<file path="src/rtl/gshare_index_gen.sv">
// Gshare front end: speculative/committed global history, fetch-side PHT index,
// and an in-flight branch FIFO that returns the fetch index for PHT training.
module gshare_index_gen #(
  parameter int unsigned IDX_W = 12,
  parameter int unsigned DEPTH = 4
) (
  input  logic                       clk,
  input  logic                       rst,
  input  logic                       fetch_valid,
  input  logic [31:0]                fetch_pc,
  input  logic                       fetch_is_br,
  input  logic                       pred_taken,
  output logic                       fetch_ready,
  output logic [IDX_W-1:0]           pht_idx,
  input  logic                       res_valid,
  input  logic                       res_taken,
  output logic                       mispredict,
  output logic                       upd_en,
  output logic [IDX_W-1:0]           upd_idx,
  output logic                       upd_taken,
  output logic [IDX_W-1:0]           spec_ghr,
  output logic [IDX_W-1:0]           arch_ghr,
  output logic [$clog2(DEPTH):0]     inflight,
  output logic                       err_underflow
);

  localparam int unsigned PTR_W = $clog2(DEPTH);
  localparam int unsigned CNT_W = PTR_W + 1;

  logic [IDX_W-1:0] spec_ghr_q, spec_ghr_d;
  logic [IDX_W-1:0] arch_ghr_q, arch_ghr_d;
  logic [PTR_W-1:0] wr_ptr_q, wr_ptr_d;
  logic [PTR_W-1:0] rd_ptr_q, rd_ptr_d;
  logic [CNT_W-1:0] cnt_q, cnt_d;
  logic             upd_en_q, upd_en_d;
  logic [IDX_W-1:0] upd_idx_q, upd_idx_d;
  logic             upd_taken_q, upd_taken_d;
  logic             err_q, err_d;

  // Only the low IDX_W-1 history bits survive the repair shift, so only those are kept.
  logic [IDX_W-1:0] fifo_idx_q  [DEPTH];
  logic [IDX_W-1:0] fifo_idx_d  [DEPTH];
  logic [IDX_W-2:0] fifo_ghr_q  [DEPTH];
  logic [IDX_W-2:0] fifo_ghr_d  [DEPTH];
  logic             fifo_pred_q [DEPTH];
  logic             fifo_pred_d [DEPTH];

  logic             push;
  logic             pop;
  logic             empty;
  logic [IDX_W-1:0] head_idx;
  logic [IDX_W-2:0] head_ghr;
  logic             head_pred;
  logic             unused_pc;

  assign unused_pc = ^{fetch_pc[31:IDX_W+2], fetch_pc[1:0]};

  always_comb begin
    empty       = (cnt_q == '0);
    fetch_ready = (cnt_q != CNT_W'(DEPTH));
    pht_idx     = fetch_pc[IDX_W+1:2] ^ spec_ghr_q;
    head_idx    = fifo_idx_q[rd_ptr_q];
    head_ghr    = fifo_ghr_q[rd_ptr_q];
    head_pred   = fifo_pred_q[rd_ptr_q];
    push        = fetch_valid & fetch_is_br & fetch_ready;
    pop         = res_valid & ~empty;
    mispredict  = pop & (head_pred != res_taken);
  end

  always_comb begin
    spec_ghr_d  = spec_ghr_q;
    arch_ghr_d  = arch_ghr_q;
    wr_ptr_d    = wr_ptr_q;
    rd_ptr_d    = rd_ptr_q;
    cnt_d       = cnt_q;
    fifo_idx_d  = fifo_idx_q;
    fifo_ghr_d  = fifo_ghr_q;
    fifo_pred_d = fifo_pred_q;
    upd_en_d    = pop;
    upd_idx_d   = upd_idx_q;
    upd_taken_d = upd_taken_q;
    err_d       = err_q | (res_valid & empty);

    if (pop) begin
      arch_ghr_d  = {arch_ghr_q[IDX_W-2:0], res_taken};
      upd_idx_d   = head_idx;
      upd_taken_d = res_taken;
    end

    if (mispredict) begin
      // Flush wins over any same-cycle push; history rebuilt from the head snapshot.
      spec_ghr_d = {head_ghr, res_taken};
      wr_ptr_d   = '0;
      rd_ptr_d   = '0;
      cnt_d      = '0;
    end else begin
      if (push) begin
        fifo_idx_d[wr_ptr_q]  = pht_idx;
        fifo_ghr_d[wr_ptr_q]  = spec_ghr_q[IDX_W-2:0];
        fifo_pred_d[wr_ptr_q] = pred_taken;
        wr_ptr_d              = wr_ptr_q + PTR_W'(1);
        spec_ghr_d            = {spec_ghr_q[IDX_W-2:0], pred_taken};
      end
      if (pop) begin
        rd_ptr_d = rd_ptr_q + PTR_W'(1);
      end
      cnt_d = cnt_q + CNT_W'(push) - CNT_W'(pop);
    end
  end

  always_ff @(posedge clk or posedge rst) begin
    if (rst) begin
      spec_ghr_q  <= '0;
      arch_ghr_q  <= '0;
      wr_ptr_q    <= '0;
      rd_ptr_q    <= '0;
      cnt_q       <= '0;
      upd_en_q    <= 1'b0;
      upd_idx_q   <= '0;
      upd_taken_q <= 1'b0;
      err_q       <= 1'b0;
      fifo_idx_q  <= '{default: '0};
      fifo_ghr_q  <= '{default: '0};
      fifo_pred_q <= '{default: 1'b0};
    end else begin
      spec_ghr_q  <= spec_ghr_d;
      arch_ghr_q  <= arch_ghr_d;
      wr_ptr_q    <= wr_ptr_d;
      rd_ptr_q    <= rd_ptr_d;
      cnt_q       <= cnt_d;
      upd_en_q    <= upd_en_d;
      upd_idx_q   <= upd_idx_d;
      upd_taken_q <= upd_taken_d;
      err_q       <= err_d;
      fifo_idx_q  <= fifo_idx_d;
      fifo_ghr_q  <= fifo_ghr_d;
      fifo_pred_q <= fifo_pred_d;
    end
  end

  assign spec_ghr      = spec_ghr_q;
  assign arch_ghr      = arch_ghr_q;
  assign inflight      = cnt_q;
  assign upd_en        = upd_en_q;
  assign upd_idx       = upd_idx_q;
  assign upd_taken     = upd_taken_q;
  assign err_underflow = err_q;

endmodule

</file>
<file path="config.mk">
export PLATFORM = sky130hd
export DESIGN_NAME = gshare_index_gen
export DESIGN_NICKNAME = d
export VERILOG_FILES = /design/src/rtl/gshare_index_gen.sv
export SDC_FILE = /design/constraint.sdc
export NUM_CORES = 1
export LEC_CHECK = 0
export ABC_CLOCK_PERIOD_IN_PS = 8900
export CAP_MARGIN = 15
export CORE_ASPECT_RATIO = 0.6
export CORE_MARGIN = 3
export CORE_UTILIZATION = 59
export DETAILED_ROUTE_END_ITERATION = 6
export PLACE_DENSITY = 0.91
export SLEW_MARGIN = 10
export SYNTH_ARGS = -nofsm -noshare
export SYNTH_HDL_FRONTEND = slang
export SYNTH_SLANG_ARGS = --single-unit
</file>
<file path="constraint.sdc">
create_clock -name clk -period 8.9 [get_ports clk]
set_input_delay 2.225 -clock clk [delete_from_list [all_inputs] [get_ports clk]]
set_output_delay 2.225 -clock clk [all_outputs]
set_load 0.05 [all_outputs]
</file>
## Word level (Yosys, flattened, before mapping)

Cells that the tools add are included.
W data, S select, Z words.

| word-level totals | value |
|---|---|
| logic and storage cells | 71 |
| output and inout port bits | 56 |
| flip-flop bits (word level) | 142 |
| bits of input ports | 39 |

| cells by class | value |
|---|---|
| mux-type cells | 25 |
| reductions and logical operators | 5 |
| equality and inequality tests | 2 |
| magnitude comparators | 3 |
| $add $sub $neg | 4 |
| bitwise operators | 11 |

Operators with widths:

| cell | count |
|---|---|
| $mux W12 | 5 |
| $bwmux W48 | 1 |
| $bwmux W44 | 1 |
| $mux W11 | 3 |
| $bmux W12 S2 | 1 |
| $demux W12 S2 | 1 |
| $bmux W11 S2 | 1 |
| $demux W11 S2 | 1 |
| $xor A12 B12 Y12 | 1 |
| $mux W2 | 4 |
| $ge A3 B3 Y1 const B | 2 |
| $not A2 Y3 | 2 |
| $and A1 B1 Y1 | 5 |
| $add A2 B1 Y2 const B | 2 |
| $bwmux W4 | 1 |
| $reduce_bool A2 Y1 | 2 |
| $add A3 B1 Y3 | 1 |
| $logic_not A3 Y1 | 1 |
| $lt A3 B1 Y1 const B | 1 |
| $mux W1 | 3 |
| $mux W3 | 1 |
| $ne A3 B3 Y1 const B | 1 |
| $sub A3 B1 Y3 | 1 |
| $bmux W1 S2 | 1 |
| 6 further kinds | 7 |

## Depth between registers and ports, before layout

Gate-level depths: netlist of the first run.

| logic depth | value |
|---|---|
| depth after elaboration | 8 |
| gate-level depth with buffers | 13 |
| depth with buffers taken out | 11 |

## Worst setup path after synthesis of the first run

OpenSTA, ideal clock, no wires.

| timing path | value |
|---|---|
| path type | input -> output |
| start | input res_valid |
| end | output mispredict |
| cell stages on the path | 4 |
| path buffers | 2 |
| data arrival time | 3319 ps |
| path slack | 3356 ps |
| cells stage by stage | nand2b_1 clkbuf_1 nor2_4 buf_2 |

| on the way | value |
|---|---|
| cells in the longest elaborated chain, start to end | 2 |

Ends and longest elaborated chain:

| what | line | source |
|---|---|---|
| from (decl) | 15 | `input logic res_valid,` |
| $and A1 B1 Y1 | 66 | `pop = res_valid & ~empty;` |
| $and A1 B1 Y1 | 67 | `mispredict = pop & (head_pred != res_taken);` |
| to (decl) | 17 | `output logic mispredict,` |

Every way passes these cells.

## Worst setup path in the final report of the first run

| timing path | value |
|---|---|
| start | input res_taken |
| end | output mispredict |

| on the way | value |
|---|---|
| cells in the longest elaborated chain, start to end | 2 |

Ends and longest elaborated chain:

| what | line | source |
|---|---|---|
| from (decl) | 16 | `input logic res_taken,` |
| $ne A1 B1 Y1 | 67 |  |
| $and A1 B1 Y1 | 67 |  |

Every way passes these cells.

==> metrics.md, run 1 <==
| Metric | Value |
|---|---|
| I/O pin total | `95` |
| Core Util, Final | `0.749` |
| GP Congestion | `0.757` |
| Mapped Cells | `roughly 440` |
| Total Wirelength | `about 14,000 um` |
| Average routed wire per standard cell | `21.7 um` |
| # H-tree levels | `4` |
| First-pass detailed-route iteration total | `4` |
| P&R area growth vs syn | `21.6%` |
| Final Hold Viols | `0` |
| Max-Cap Viols | `0` |
| Leading area contributor after synthesis | `dfrtp_1` |
| Pwr Density | `between 400 and 500 nW/um^2` |
| Leak Pwr | `about 3.9 nW` |
| Area occupied by multi-input gates | `2910 um^2` |
| HPWL after DPL | `8960 um` |
| WP data required | `between 6 and 7 ns` |
| Clk slew on worst S/H paths | `0.06 ns` |
| Antenna Nets Post-Route | `0` |
| Final Cycle Share | `0.754` |
| Die area | `12,600 um^2` |
| Synth cell types | `30` |
| Vias in the first global route | `4,206` |
| Syn_area_per_cell | `15.2 um^2` |
| Peak supply drop | `approximately 0.32 mV` |
| Clk_skew | `0.0100 ns` |
| Core ar. | `10,700 um^2` |
| Layout cells sized above 1 | `0.362` |
| Ys Warns | `0` |
| Synth area leaders | `dfrtp_1 53%, mux2_4 18%, mux4_2 8.2%, mux2_2 6.5%, nand2_1 4.4%` |
| Setup CP Type | `in2out` |
| Via Count | `~3,800` |
| Antenna violations before repair | `0` |
| Top-area cell type share of the netlist area | `0.533` |
| Hold_ws | `0.469 ns` |
| Post-CTS Setup Repair Bufs | `0` |
| Hold_buf cts | `0` |
| Register area | `3530 um^2` |
| Die height | `~88 um` |
| Net count, final | `560` |
| Most common cell after layout, fill and taps aside | `dfrtp_1` |
| Die extent in x | `around 140 um` |
| FMAX | `0.149 GHz` |
| RSZ-0062 raised after global routing | `false` |
| Clk buf depth | `2` |
| First-pass GRT wire length | `23,700 um` |
| Starting Density | `0.616` |
| Via-per-instance ratio | `around 5.8` |
| Total global routing overflow | `0` |
| CP arrival | `4.49 ns` |
| Ant diodes | `0` |
| Filler instances | `620` |
| Inserted Clock Buffers | `17` |
| # DRC | `0` |
| CP endpoint kind | `output pin` |
| Post-DP Area | `7450 um^2` |
| Design Area, Final | `8050 um^2` |
| Outcome | `complete, no violations` |
| Post-route minimum period | `~6.7 ns` |
| Largest net degree at the start of global routing | `77` |
| Setup TNS | `0 ns` |
| Setup violations, final | `0` |
| Cts repair resizes | `0` |
| Commonest non-fill, non-tap cells in the layout | `141 x dfrtp_1, 80 x mux2_4, 77 x nand2_1, 74 x clkdlybuf4s50_1, 38 x mux2_2` |
| Clk Latency, worst-skew pair | `around 0.42 ns` |
| Slew margin rel. | `0.374` |
| Clock tree sinks | `141` |
| First DRT Iteration DRCs | `between 150 and 200` |
| CTS tree | `done` |
| Clock root cell | `clkbuf_16` |
| Min-delay worst type | `reg2reg` |
| Synth Register Bits | `141` |
| Worst-path fanout max | `19` |
| Post-synthesis sequential area ratio | `0.533` |
| Rows | `29` |
| Post-Syn Nets | `481` |
| Number of I/O port buffers | `between 70 and 80` |
| Tightest Pin Transition | `0.940 ns` |
| Crit start category | `input pin` |
| Area of the mapped netlist | `6620 um^2` |
| GRT Total Usage | `0.252` |
| Fin. max-slew vios | `0` |
critical path: stages:
cell,delay [ns]
clkdlybuf4s50_1,0.53
xnor2_4,0.28
nor2_4,0.53
clkdlybuf4s50_1,0.92
cells by family after synthesis:
logic type | Yosys count | share of synthesized area
and+or+nand+nor | 88 | 0.0529
DFF | 141 | 0.533
adders and majority gates | 7 | 0.0144
muxes | 142 | 0.328
xor gates and xnor gates | 18 | 0.0267
buffers and inverters | 30 | 0.0272
AOI/OAI and AO/OA | 9 | 0.0180
state kept, by name, summed over array words and instances (netlist names):
| name | cells |
|---|---|
| inflight | 3 |
| upd_en | 1 |
| arch_ghr | 12 |
| spec_ghr | 12 |
| wr_ptr_q | 2 |
| fifo_ghr_q | 44 |
| fifo_pred_q | 4 |
| rd_ptr_q | 2 |
| err_underflow | 1 |
| upd_idx | 12 |
| fifo_idx_q | 48 |
worst paths after layout:
path                          startpoint             end  slack (ns)  depth (start not counted)
min in group asynchronous            rst  fifo_idx_q[15]        2.26                          2
max                            res_taken      mispredict        2.19                          4
max in group asynchronous            rst    spec_ghr[10]        5.28                          3
min                        err_underflow   err_underflow        0.47                          1
max reg2reg                  inflight[2]     inflight[2]        5.52                         11
min reg2reg                err_underflow   err_underflow        0.47                          1
routing by layer:
| layer | wire length, um | up-vias | global-route usage |
|---|---|---|---|
| li1 | - | 1680 | - |
| met1 | 6640 | 2035 | 0.351 |
| met2 | 6990 | 120 | 0.406 |
| met3 | 703 | 10 | 0.0589 |
| met4 | 125 | 0 | 0.0699 |
| met5 | 0 | - | 0 |
stage by stage:
stage	setup WS, ns	cells	power, mW
floorplan	2.89	435	2.24
global placement	2.23	634	2.60
detailed placement	2.19	634	2.68
CTS	2.18	666	3.42
global route	2.11	666	3.56
finish	2.19	666	3.40
synth_stat cells:
| master | count |
|---|---|
| mux2_4 | 80 |
| o21bai_1 | 1 |
| o221ai_1 | 1 |
| buf_2 | 3 |
| fa_1 | 1 |
| ha_1 | 6 |
| o211ai_4 | 4 |
| a21oi_1 | 1 |
| inv_1 | 7 |
| xnor2_4 | 1 |
| nand2b_1 | 1 |
| nor2_1 | 5 |
| buf_4 | 1 |
| inv_2 | 1 |
| buf_1 | 2 |
| nor2b_1 | 1 |
| mux2_2 | 38 |
| o21ai_0 | 1 |
| nor2_4 | 1 |
| nor3_1 | 1 |
| clkbuf_1 | 8 |
| a21o_1 | 1 |
| buf_6 | 8 |
| nor2_2 | 1 |
| nand2_1 | 77 |
| dfrtp_1 | 141 |
| mux4_2 | 24 |
| nor3b_1 | 1 |
| xnor2_1 | 3 |
| xor2_1 | 14 |
power by group:
part / switching, mW / internal [mW]
clock network: 0.276 / 0.440
registers: 0.218 / 0.906
logic: 0.849 / 0.711
total: 1.34 / 2.06
final cells by class:
cell class,count,share of cell area
sequential,141,0.438
multi-input combinational,264,0.362
timing repair buffer,82,0.0995
clock buffer,17,0.0529
clock inverter,15,0.0216
tap,139,0.0216
inverter,8,0.00435
(Power assumes the default switching activity.)
==> run 2: changes to the inputs <==
--- a/config.mk
+++ b/config.mk
@@ -5,13 +5,13 @@
 export SDC_FILE = /design/constraint.sdc
 export NUM_CORES = 1
 export LEC_CHECK = 0
-export ABC_CLOCK_PERIOD_IN_PS = 8900
+export ABC_CLOCK_PERIOD_IN_PS = 6800
 export CAP_MARGIN = 15
 export CORE_ASPECT_RATIO = 0.6
 export CORE_MARGIN = 3
-export CORE_UTILIZATION = 59
+export CORE_UTILIZATION = 55
 export DETAILED_ROUTE_END_ITERATION = 6
-export PLACE_DENSITY = 0.91
+export PLACE_DENSITY = 0.85
 export SLEW_MARGIN = 10
 export SYNTH_ARGS = -nofsm -noshare
 export SYNTH_HDL_FRONTEND = slang
==> constraint.sdc (replaced) <==
create_clock -name clk -period 6.8 [get_ports clk]
set_input_delay 1.7 -clock clk [delete_from_list [all_inputs] [get_ports clk]]
set_output_delay 1.7 -clock clk [all_outputs]
set_load 0.05 [all_outputs]
==> metrics.md, run 2 (synthesis gave the netlist of run 1 again) <==
| Metric | Value |
|---|---|
| GP Congestion | `0.778 (+2.8%)` |
| CTS tree | `done` |
| CP arrival | `3.54 ns (-0.95 ns)` |
| # DRC | `0 (unchanged)` |
| Clk Latency, worst-skew pair | `0.41 ns (about the same)` |
| Clk_skew | `0.00527 ns (-0.00477 ns)` |
| Min-delay worst type | `reg2reg` |
| Die height | `91.0 um (+3.3%)` |
| Largest reg by FF count | `fifo_idx_q` |
| Inserted Clock Buffers | `17 (unchanged)` |
| Total Wirelength | `14,000 um (-3.0%)` |
| Clk buf depth | `2 (unchanged)` |
| Via Count | `3,793 (-1.4%)` |
| Total global routing overflow | `0 (unchanged)` |
| Pwr Density | `549 nW/um^2 (+30%)` |
| Average routed wire per standard cell | `20.4 um (-6.1%)` |
| Reg2reg path depth | `11 (unchanged)` |
| # H-tree levels | `4 (unchanged)` |
| Setup CP Type | `in2out` |
| Most common cell after layout, fill and taps aside | `dfrtp_1` |
| FMAX | `0.191 GHz` |
| Design Power | `4.45 mW (+31%)` |
| HPWL after DPL | `8600 um (-4.0%)` |
| Outcome | `complete, no violations` |
| Setup TNS | `0 ns (unchanged)` |
| Clk slew on worst S/H paths | `0.06 ns (about the same)` |
| Net count, final | `561 (+0.18%)` |
| Post-CTS Setup Repair Bufs | `0 (unchanged)` |
| Antenna Nets Post-Route | `0 (unchanged)` |
| Hold_buf cts | `0 (unchanged)` |
| Worst path top cell family by delay | `buffers and inverters` |
| RSZ-0062 raised after global routing | `false` |
| Vias in the first global route | `4,177 (-0.69%)` |
| Worst-path cell chain | `clkdlybuf4s50_1, xor2_1, clkdlybuf4s50_1` |
| R2r setup slk | `3.52 ns (-2.00 ns)` |
| First DRT Iteration DRCs | `157 (-16%)` |
| Cells on Worst Hold Path | `2 (+1)` |
| Hold EP | `upd_idx[6]` |
| Number of I/O port buffers | `74 (unchanged)` |
| Starting Density | `0.574 (-0.0419)` |
| Tightest Pin Transition | `0.815 ns (-0.125 ns)` |
| Final Cycle Share | `0.771` |
| Bufs and invs on worst path | `2 (unchanged)` |
| Inst Count DP | `656 (+3.5%)` |
| Layout cells sized above 1 | `0.362 (-0.000686)` |
| Max incr delay on CP | `0.91 ns (about the same)` |
| Die area | `13,400 um^2 (+6.9%)` |
| Design Area, Final | `8090 um^2 (+0.58%)` |
| Peak supply drop | `0.380 mV (+18%)` |
| Post-route minimum period | `5.24 ns` |
| Slew margin rel. | `0.457 (+0.0831)` |
| I/O pin total | `95 (unchanged)` |
| Leak Pwr | `3.93 nW (-0.19%)` |
| Hold Crit Start | `upd_idx[6]` |
| WP data required | `5.10 ns (-1.58 ns)` |
| Most used cell, CP | `clkdlybuf4s50_1` |
| Fin. max-slew vios | `0 (unchanged)` |
| Crit start category | `input pin` |
| Finished Layout Cells | `688 (+3.3%)` |
| Via-per-instance ratio | `5.51 (-4.5%)` |
| Worst r2r dst | `inflight[2]` |
| First-pass detailed-route iteration total | `4 (unchanged)` |
| Core ar. | `11,500 um^2 (+7.3%)` |
| Max reg flops | `48 (unchanged)` |
| Worst-path fanout max | `5 (-14)` |
| Die extent in x | `148 um (+3.4%)` |
| Clock tree sinks | `141 (unchanged)` |
| Max-Cap Viols | `0 (unchanged)` |
| Commonest non-fill, non-tap cells in the layout | `141 x dfrtp_1, 80 x mux2_4, 77 x nand2_1, 74 x clkdlybuf4s50_1, 38 x mux2_2` |
| Rows | `30 (+3.4%)` |
| First-pass GRT wire length | `23,300 um (-1.6%)` |
| Largest net degree at the start of global routing | `77 (unchanged)` |
| Clock root cell | `clkbuf_16` |
| P&R area growth vs syn | `22.3%` |
| CP endpoint kind | `output pin` |
| Final Hold Viols | `0 (unchanged)` |
| Worst R2R Start | `inflight[2]` |
| Antenna violations before repair | `0 (unchanged)` |
| Ant diodes | `0 (unchanged)` |
| Post-DP Area | `7480 um^2 (+0.49%)` |
| Slowest CP cell | `clkdlybuf4s50_1` |
| Largest regs | `fifo_idx_q (48), fifo_ghr_q (44)` |
| Setup violations, final | `0 (unchanged)` |
| GRT Total Usage | `0.226 (-0.0261)` |
| Cts repair resizes | `0 (unchanged)` |
[run 2: metal layers]
layer	wire, um	vias to the layer above	track usage	share of wire
met5	0	-	0	0
met4	74	0	0.0581	0.0053
met3	729	6	0.0589	0.052
met2	6670	93	0.340	0.48
met1	6560	2012	0.332	0.47
li1	-	1682	-	-
[run 2: report_power, final]
group	switching, mW	internal, mW
sequential	0.280	1.19
combinational	1.09	0.934
clock	0.362	0.590
[run 2: worst register-to-register path, cell delays in order, from the launching register on]
cell and delay, ns:
dfrtp_1 0.41, nor3b_1 0.20, nor2_2 0.61, inv_1 0.54, ha_1 0.42, inv_1 0.06
ha_1 0.13, inv_1 0.04, fa_1 0.36, xor2_1 0.18, xnor2_1 0.14, nor2_1 0.06
[run 2: how the worst max path moves through the flow]
stage                      start           to  slack [ns]  depth (start not counted)
global route         fetch_pc[9]   pht_idx[7]        1.49                          3
floorplan                    rst  arch_ghr[0]        1.32                          1
global placement     fetch_pc[4]   pht_idx[2]        1.56                          3
detailed placement   fetch_pc[4]   pht_idx[2]        1.55                          3
CTS                 fetch_pc[11]   pht_idx[9]        1.55                          3
finish               fetch_pc[4]   pht_idx[2]        1.56                          3
[run 2: final cells by class]
type,count,area (um^2)
fill,790,3430
timing repair buffer,83,808
sequential,141,3530
multi-input combinational,264,2910
tap,160,200
clock buffer,20,447
clock inverter,12,163
inverter,8,35.0
[run 2: stage by stage]
stage / hold slack, ns / setup WS [ns] / utilization
after floorplan: 0.474 / 1.32 / -
after global placement: 0.440 / 1.56 / 0.650
after detailed placement: 0.463 / 1.55 / 0.650
after CTS: 0.478 / 1.55 / 0.702
after global routing: 0.499 / 1.49 / 0.702
final: 0.472 / 1.56 / 0.702
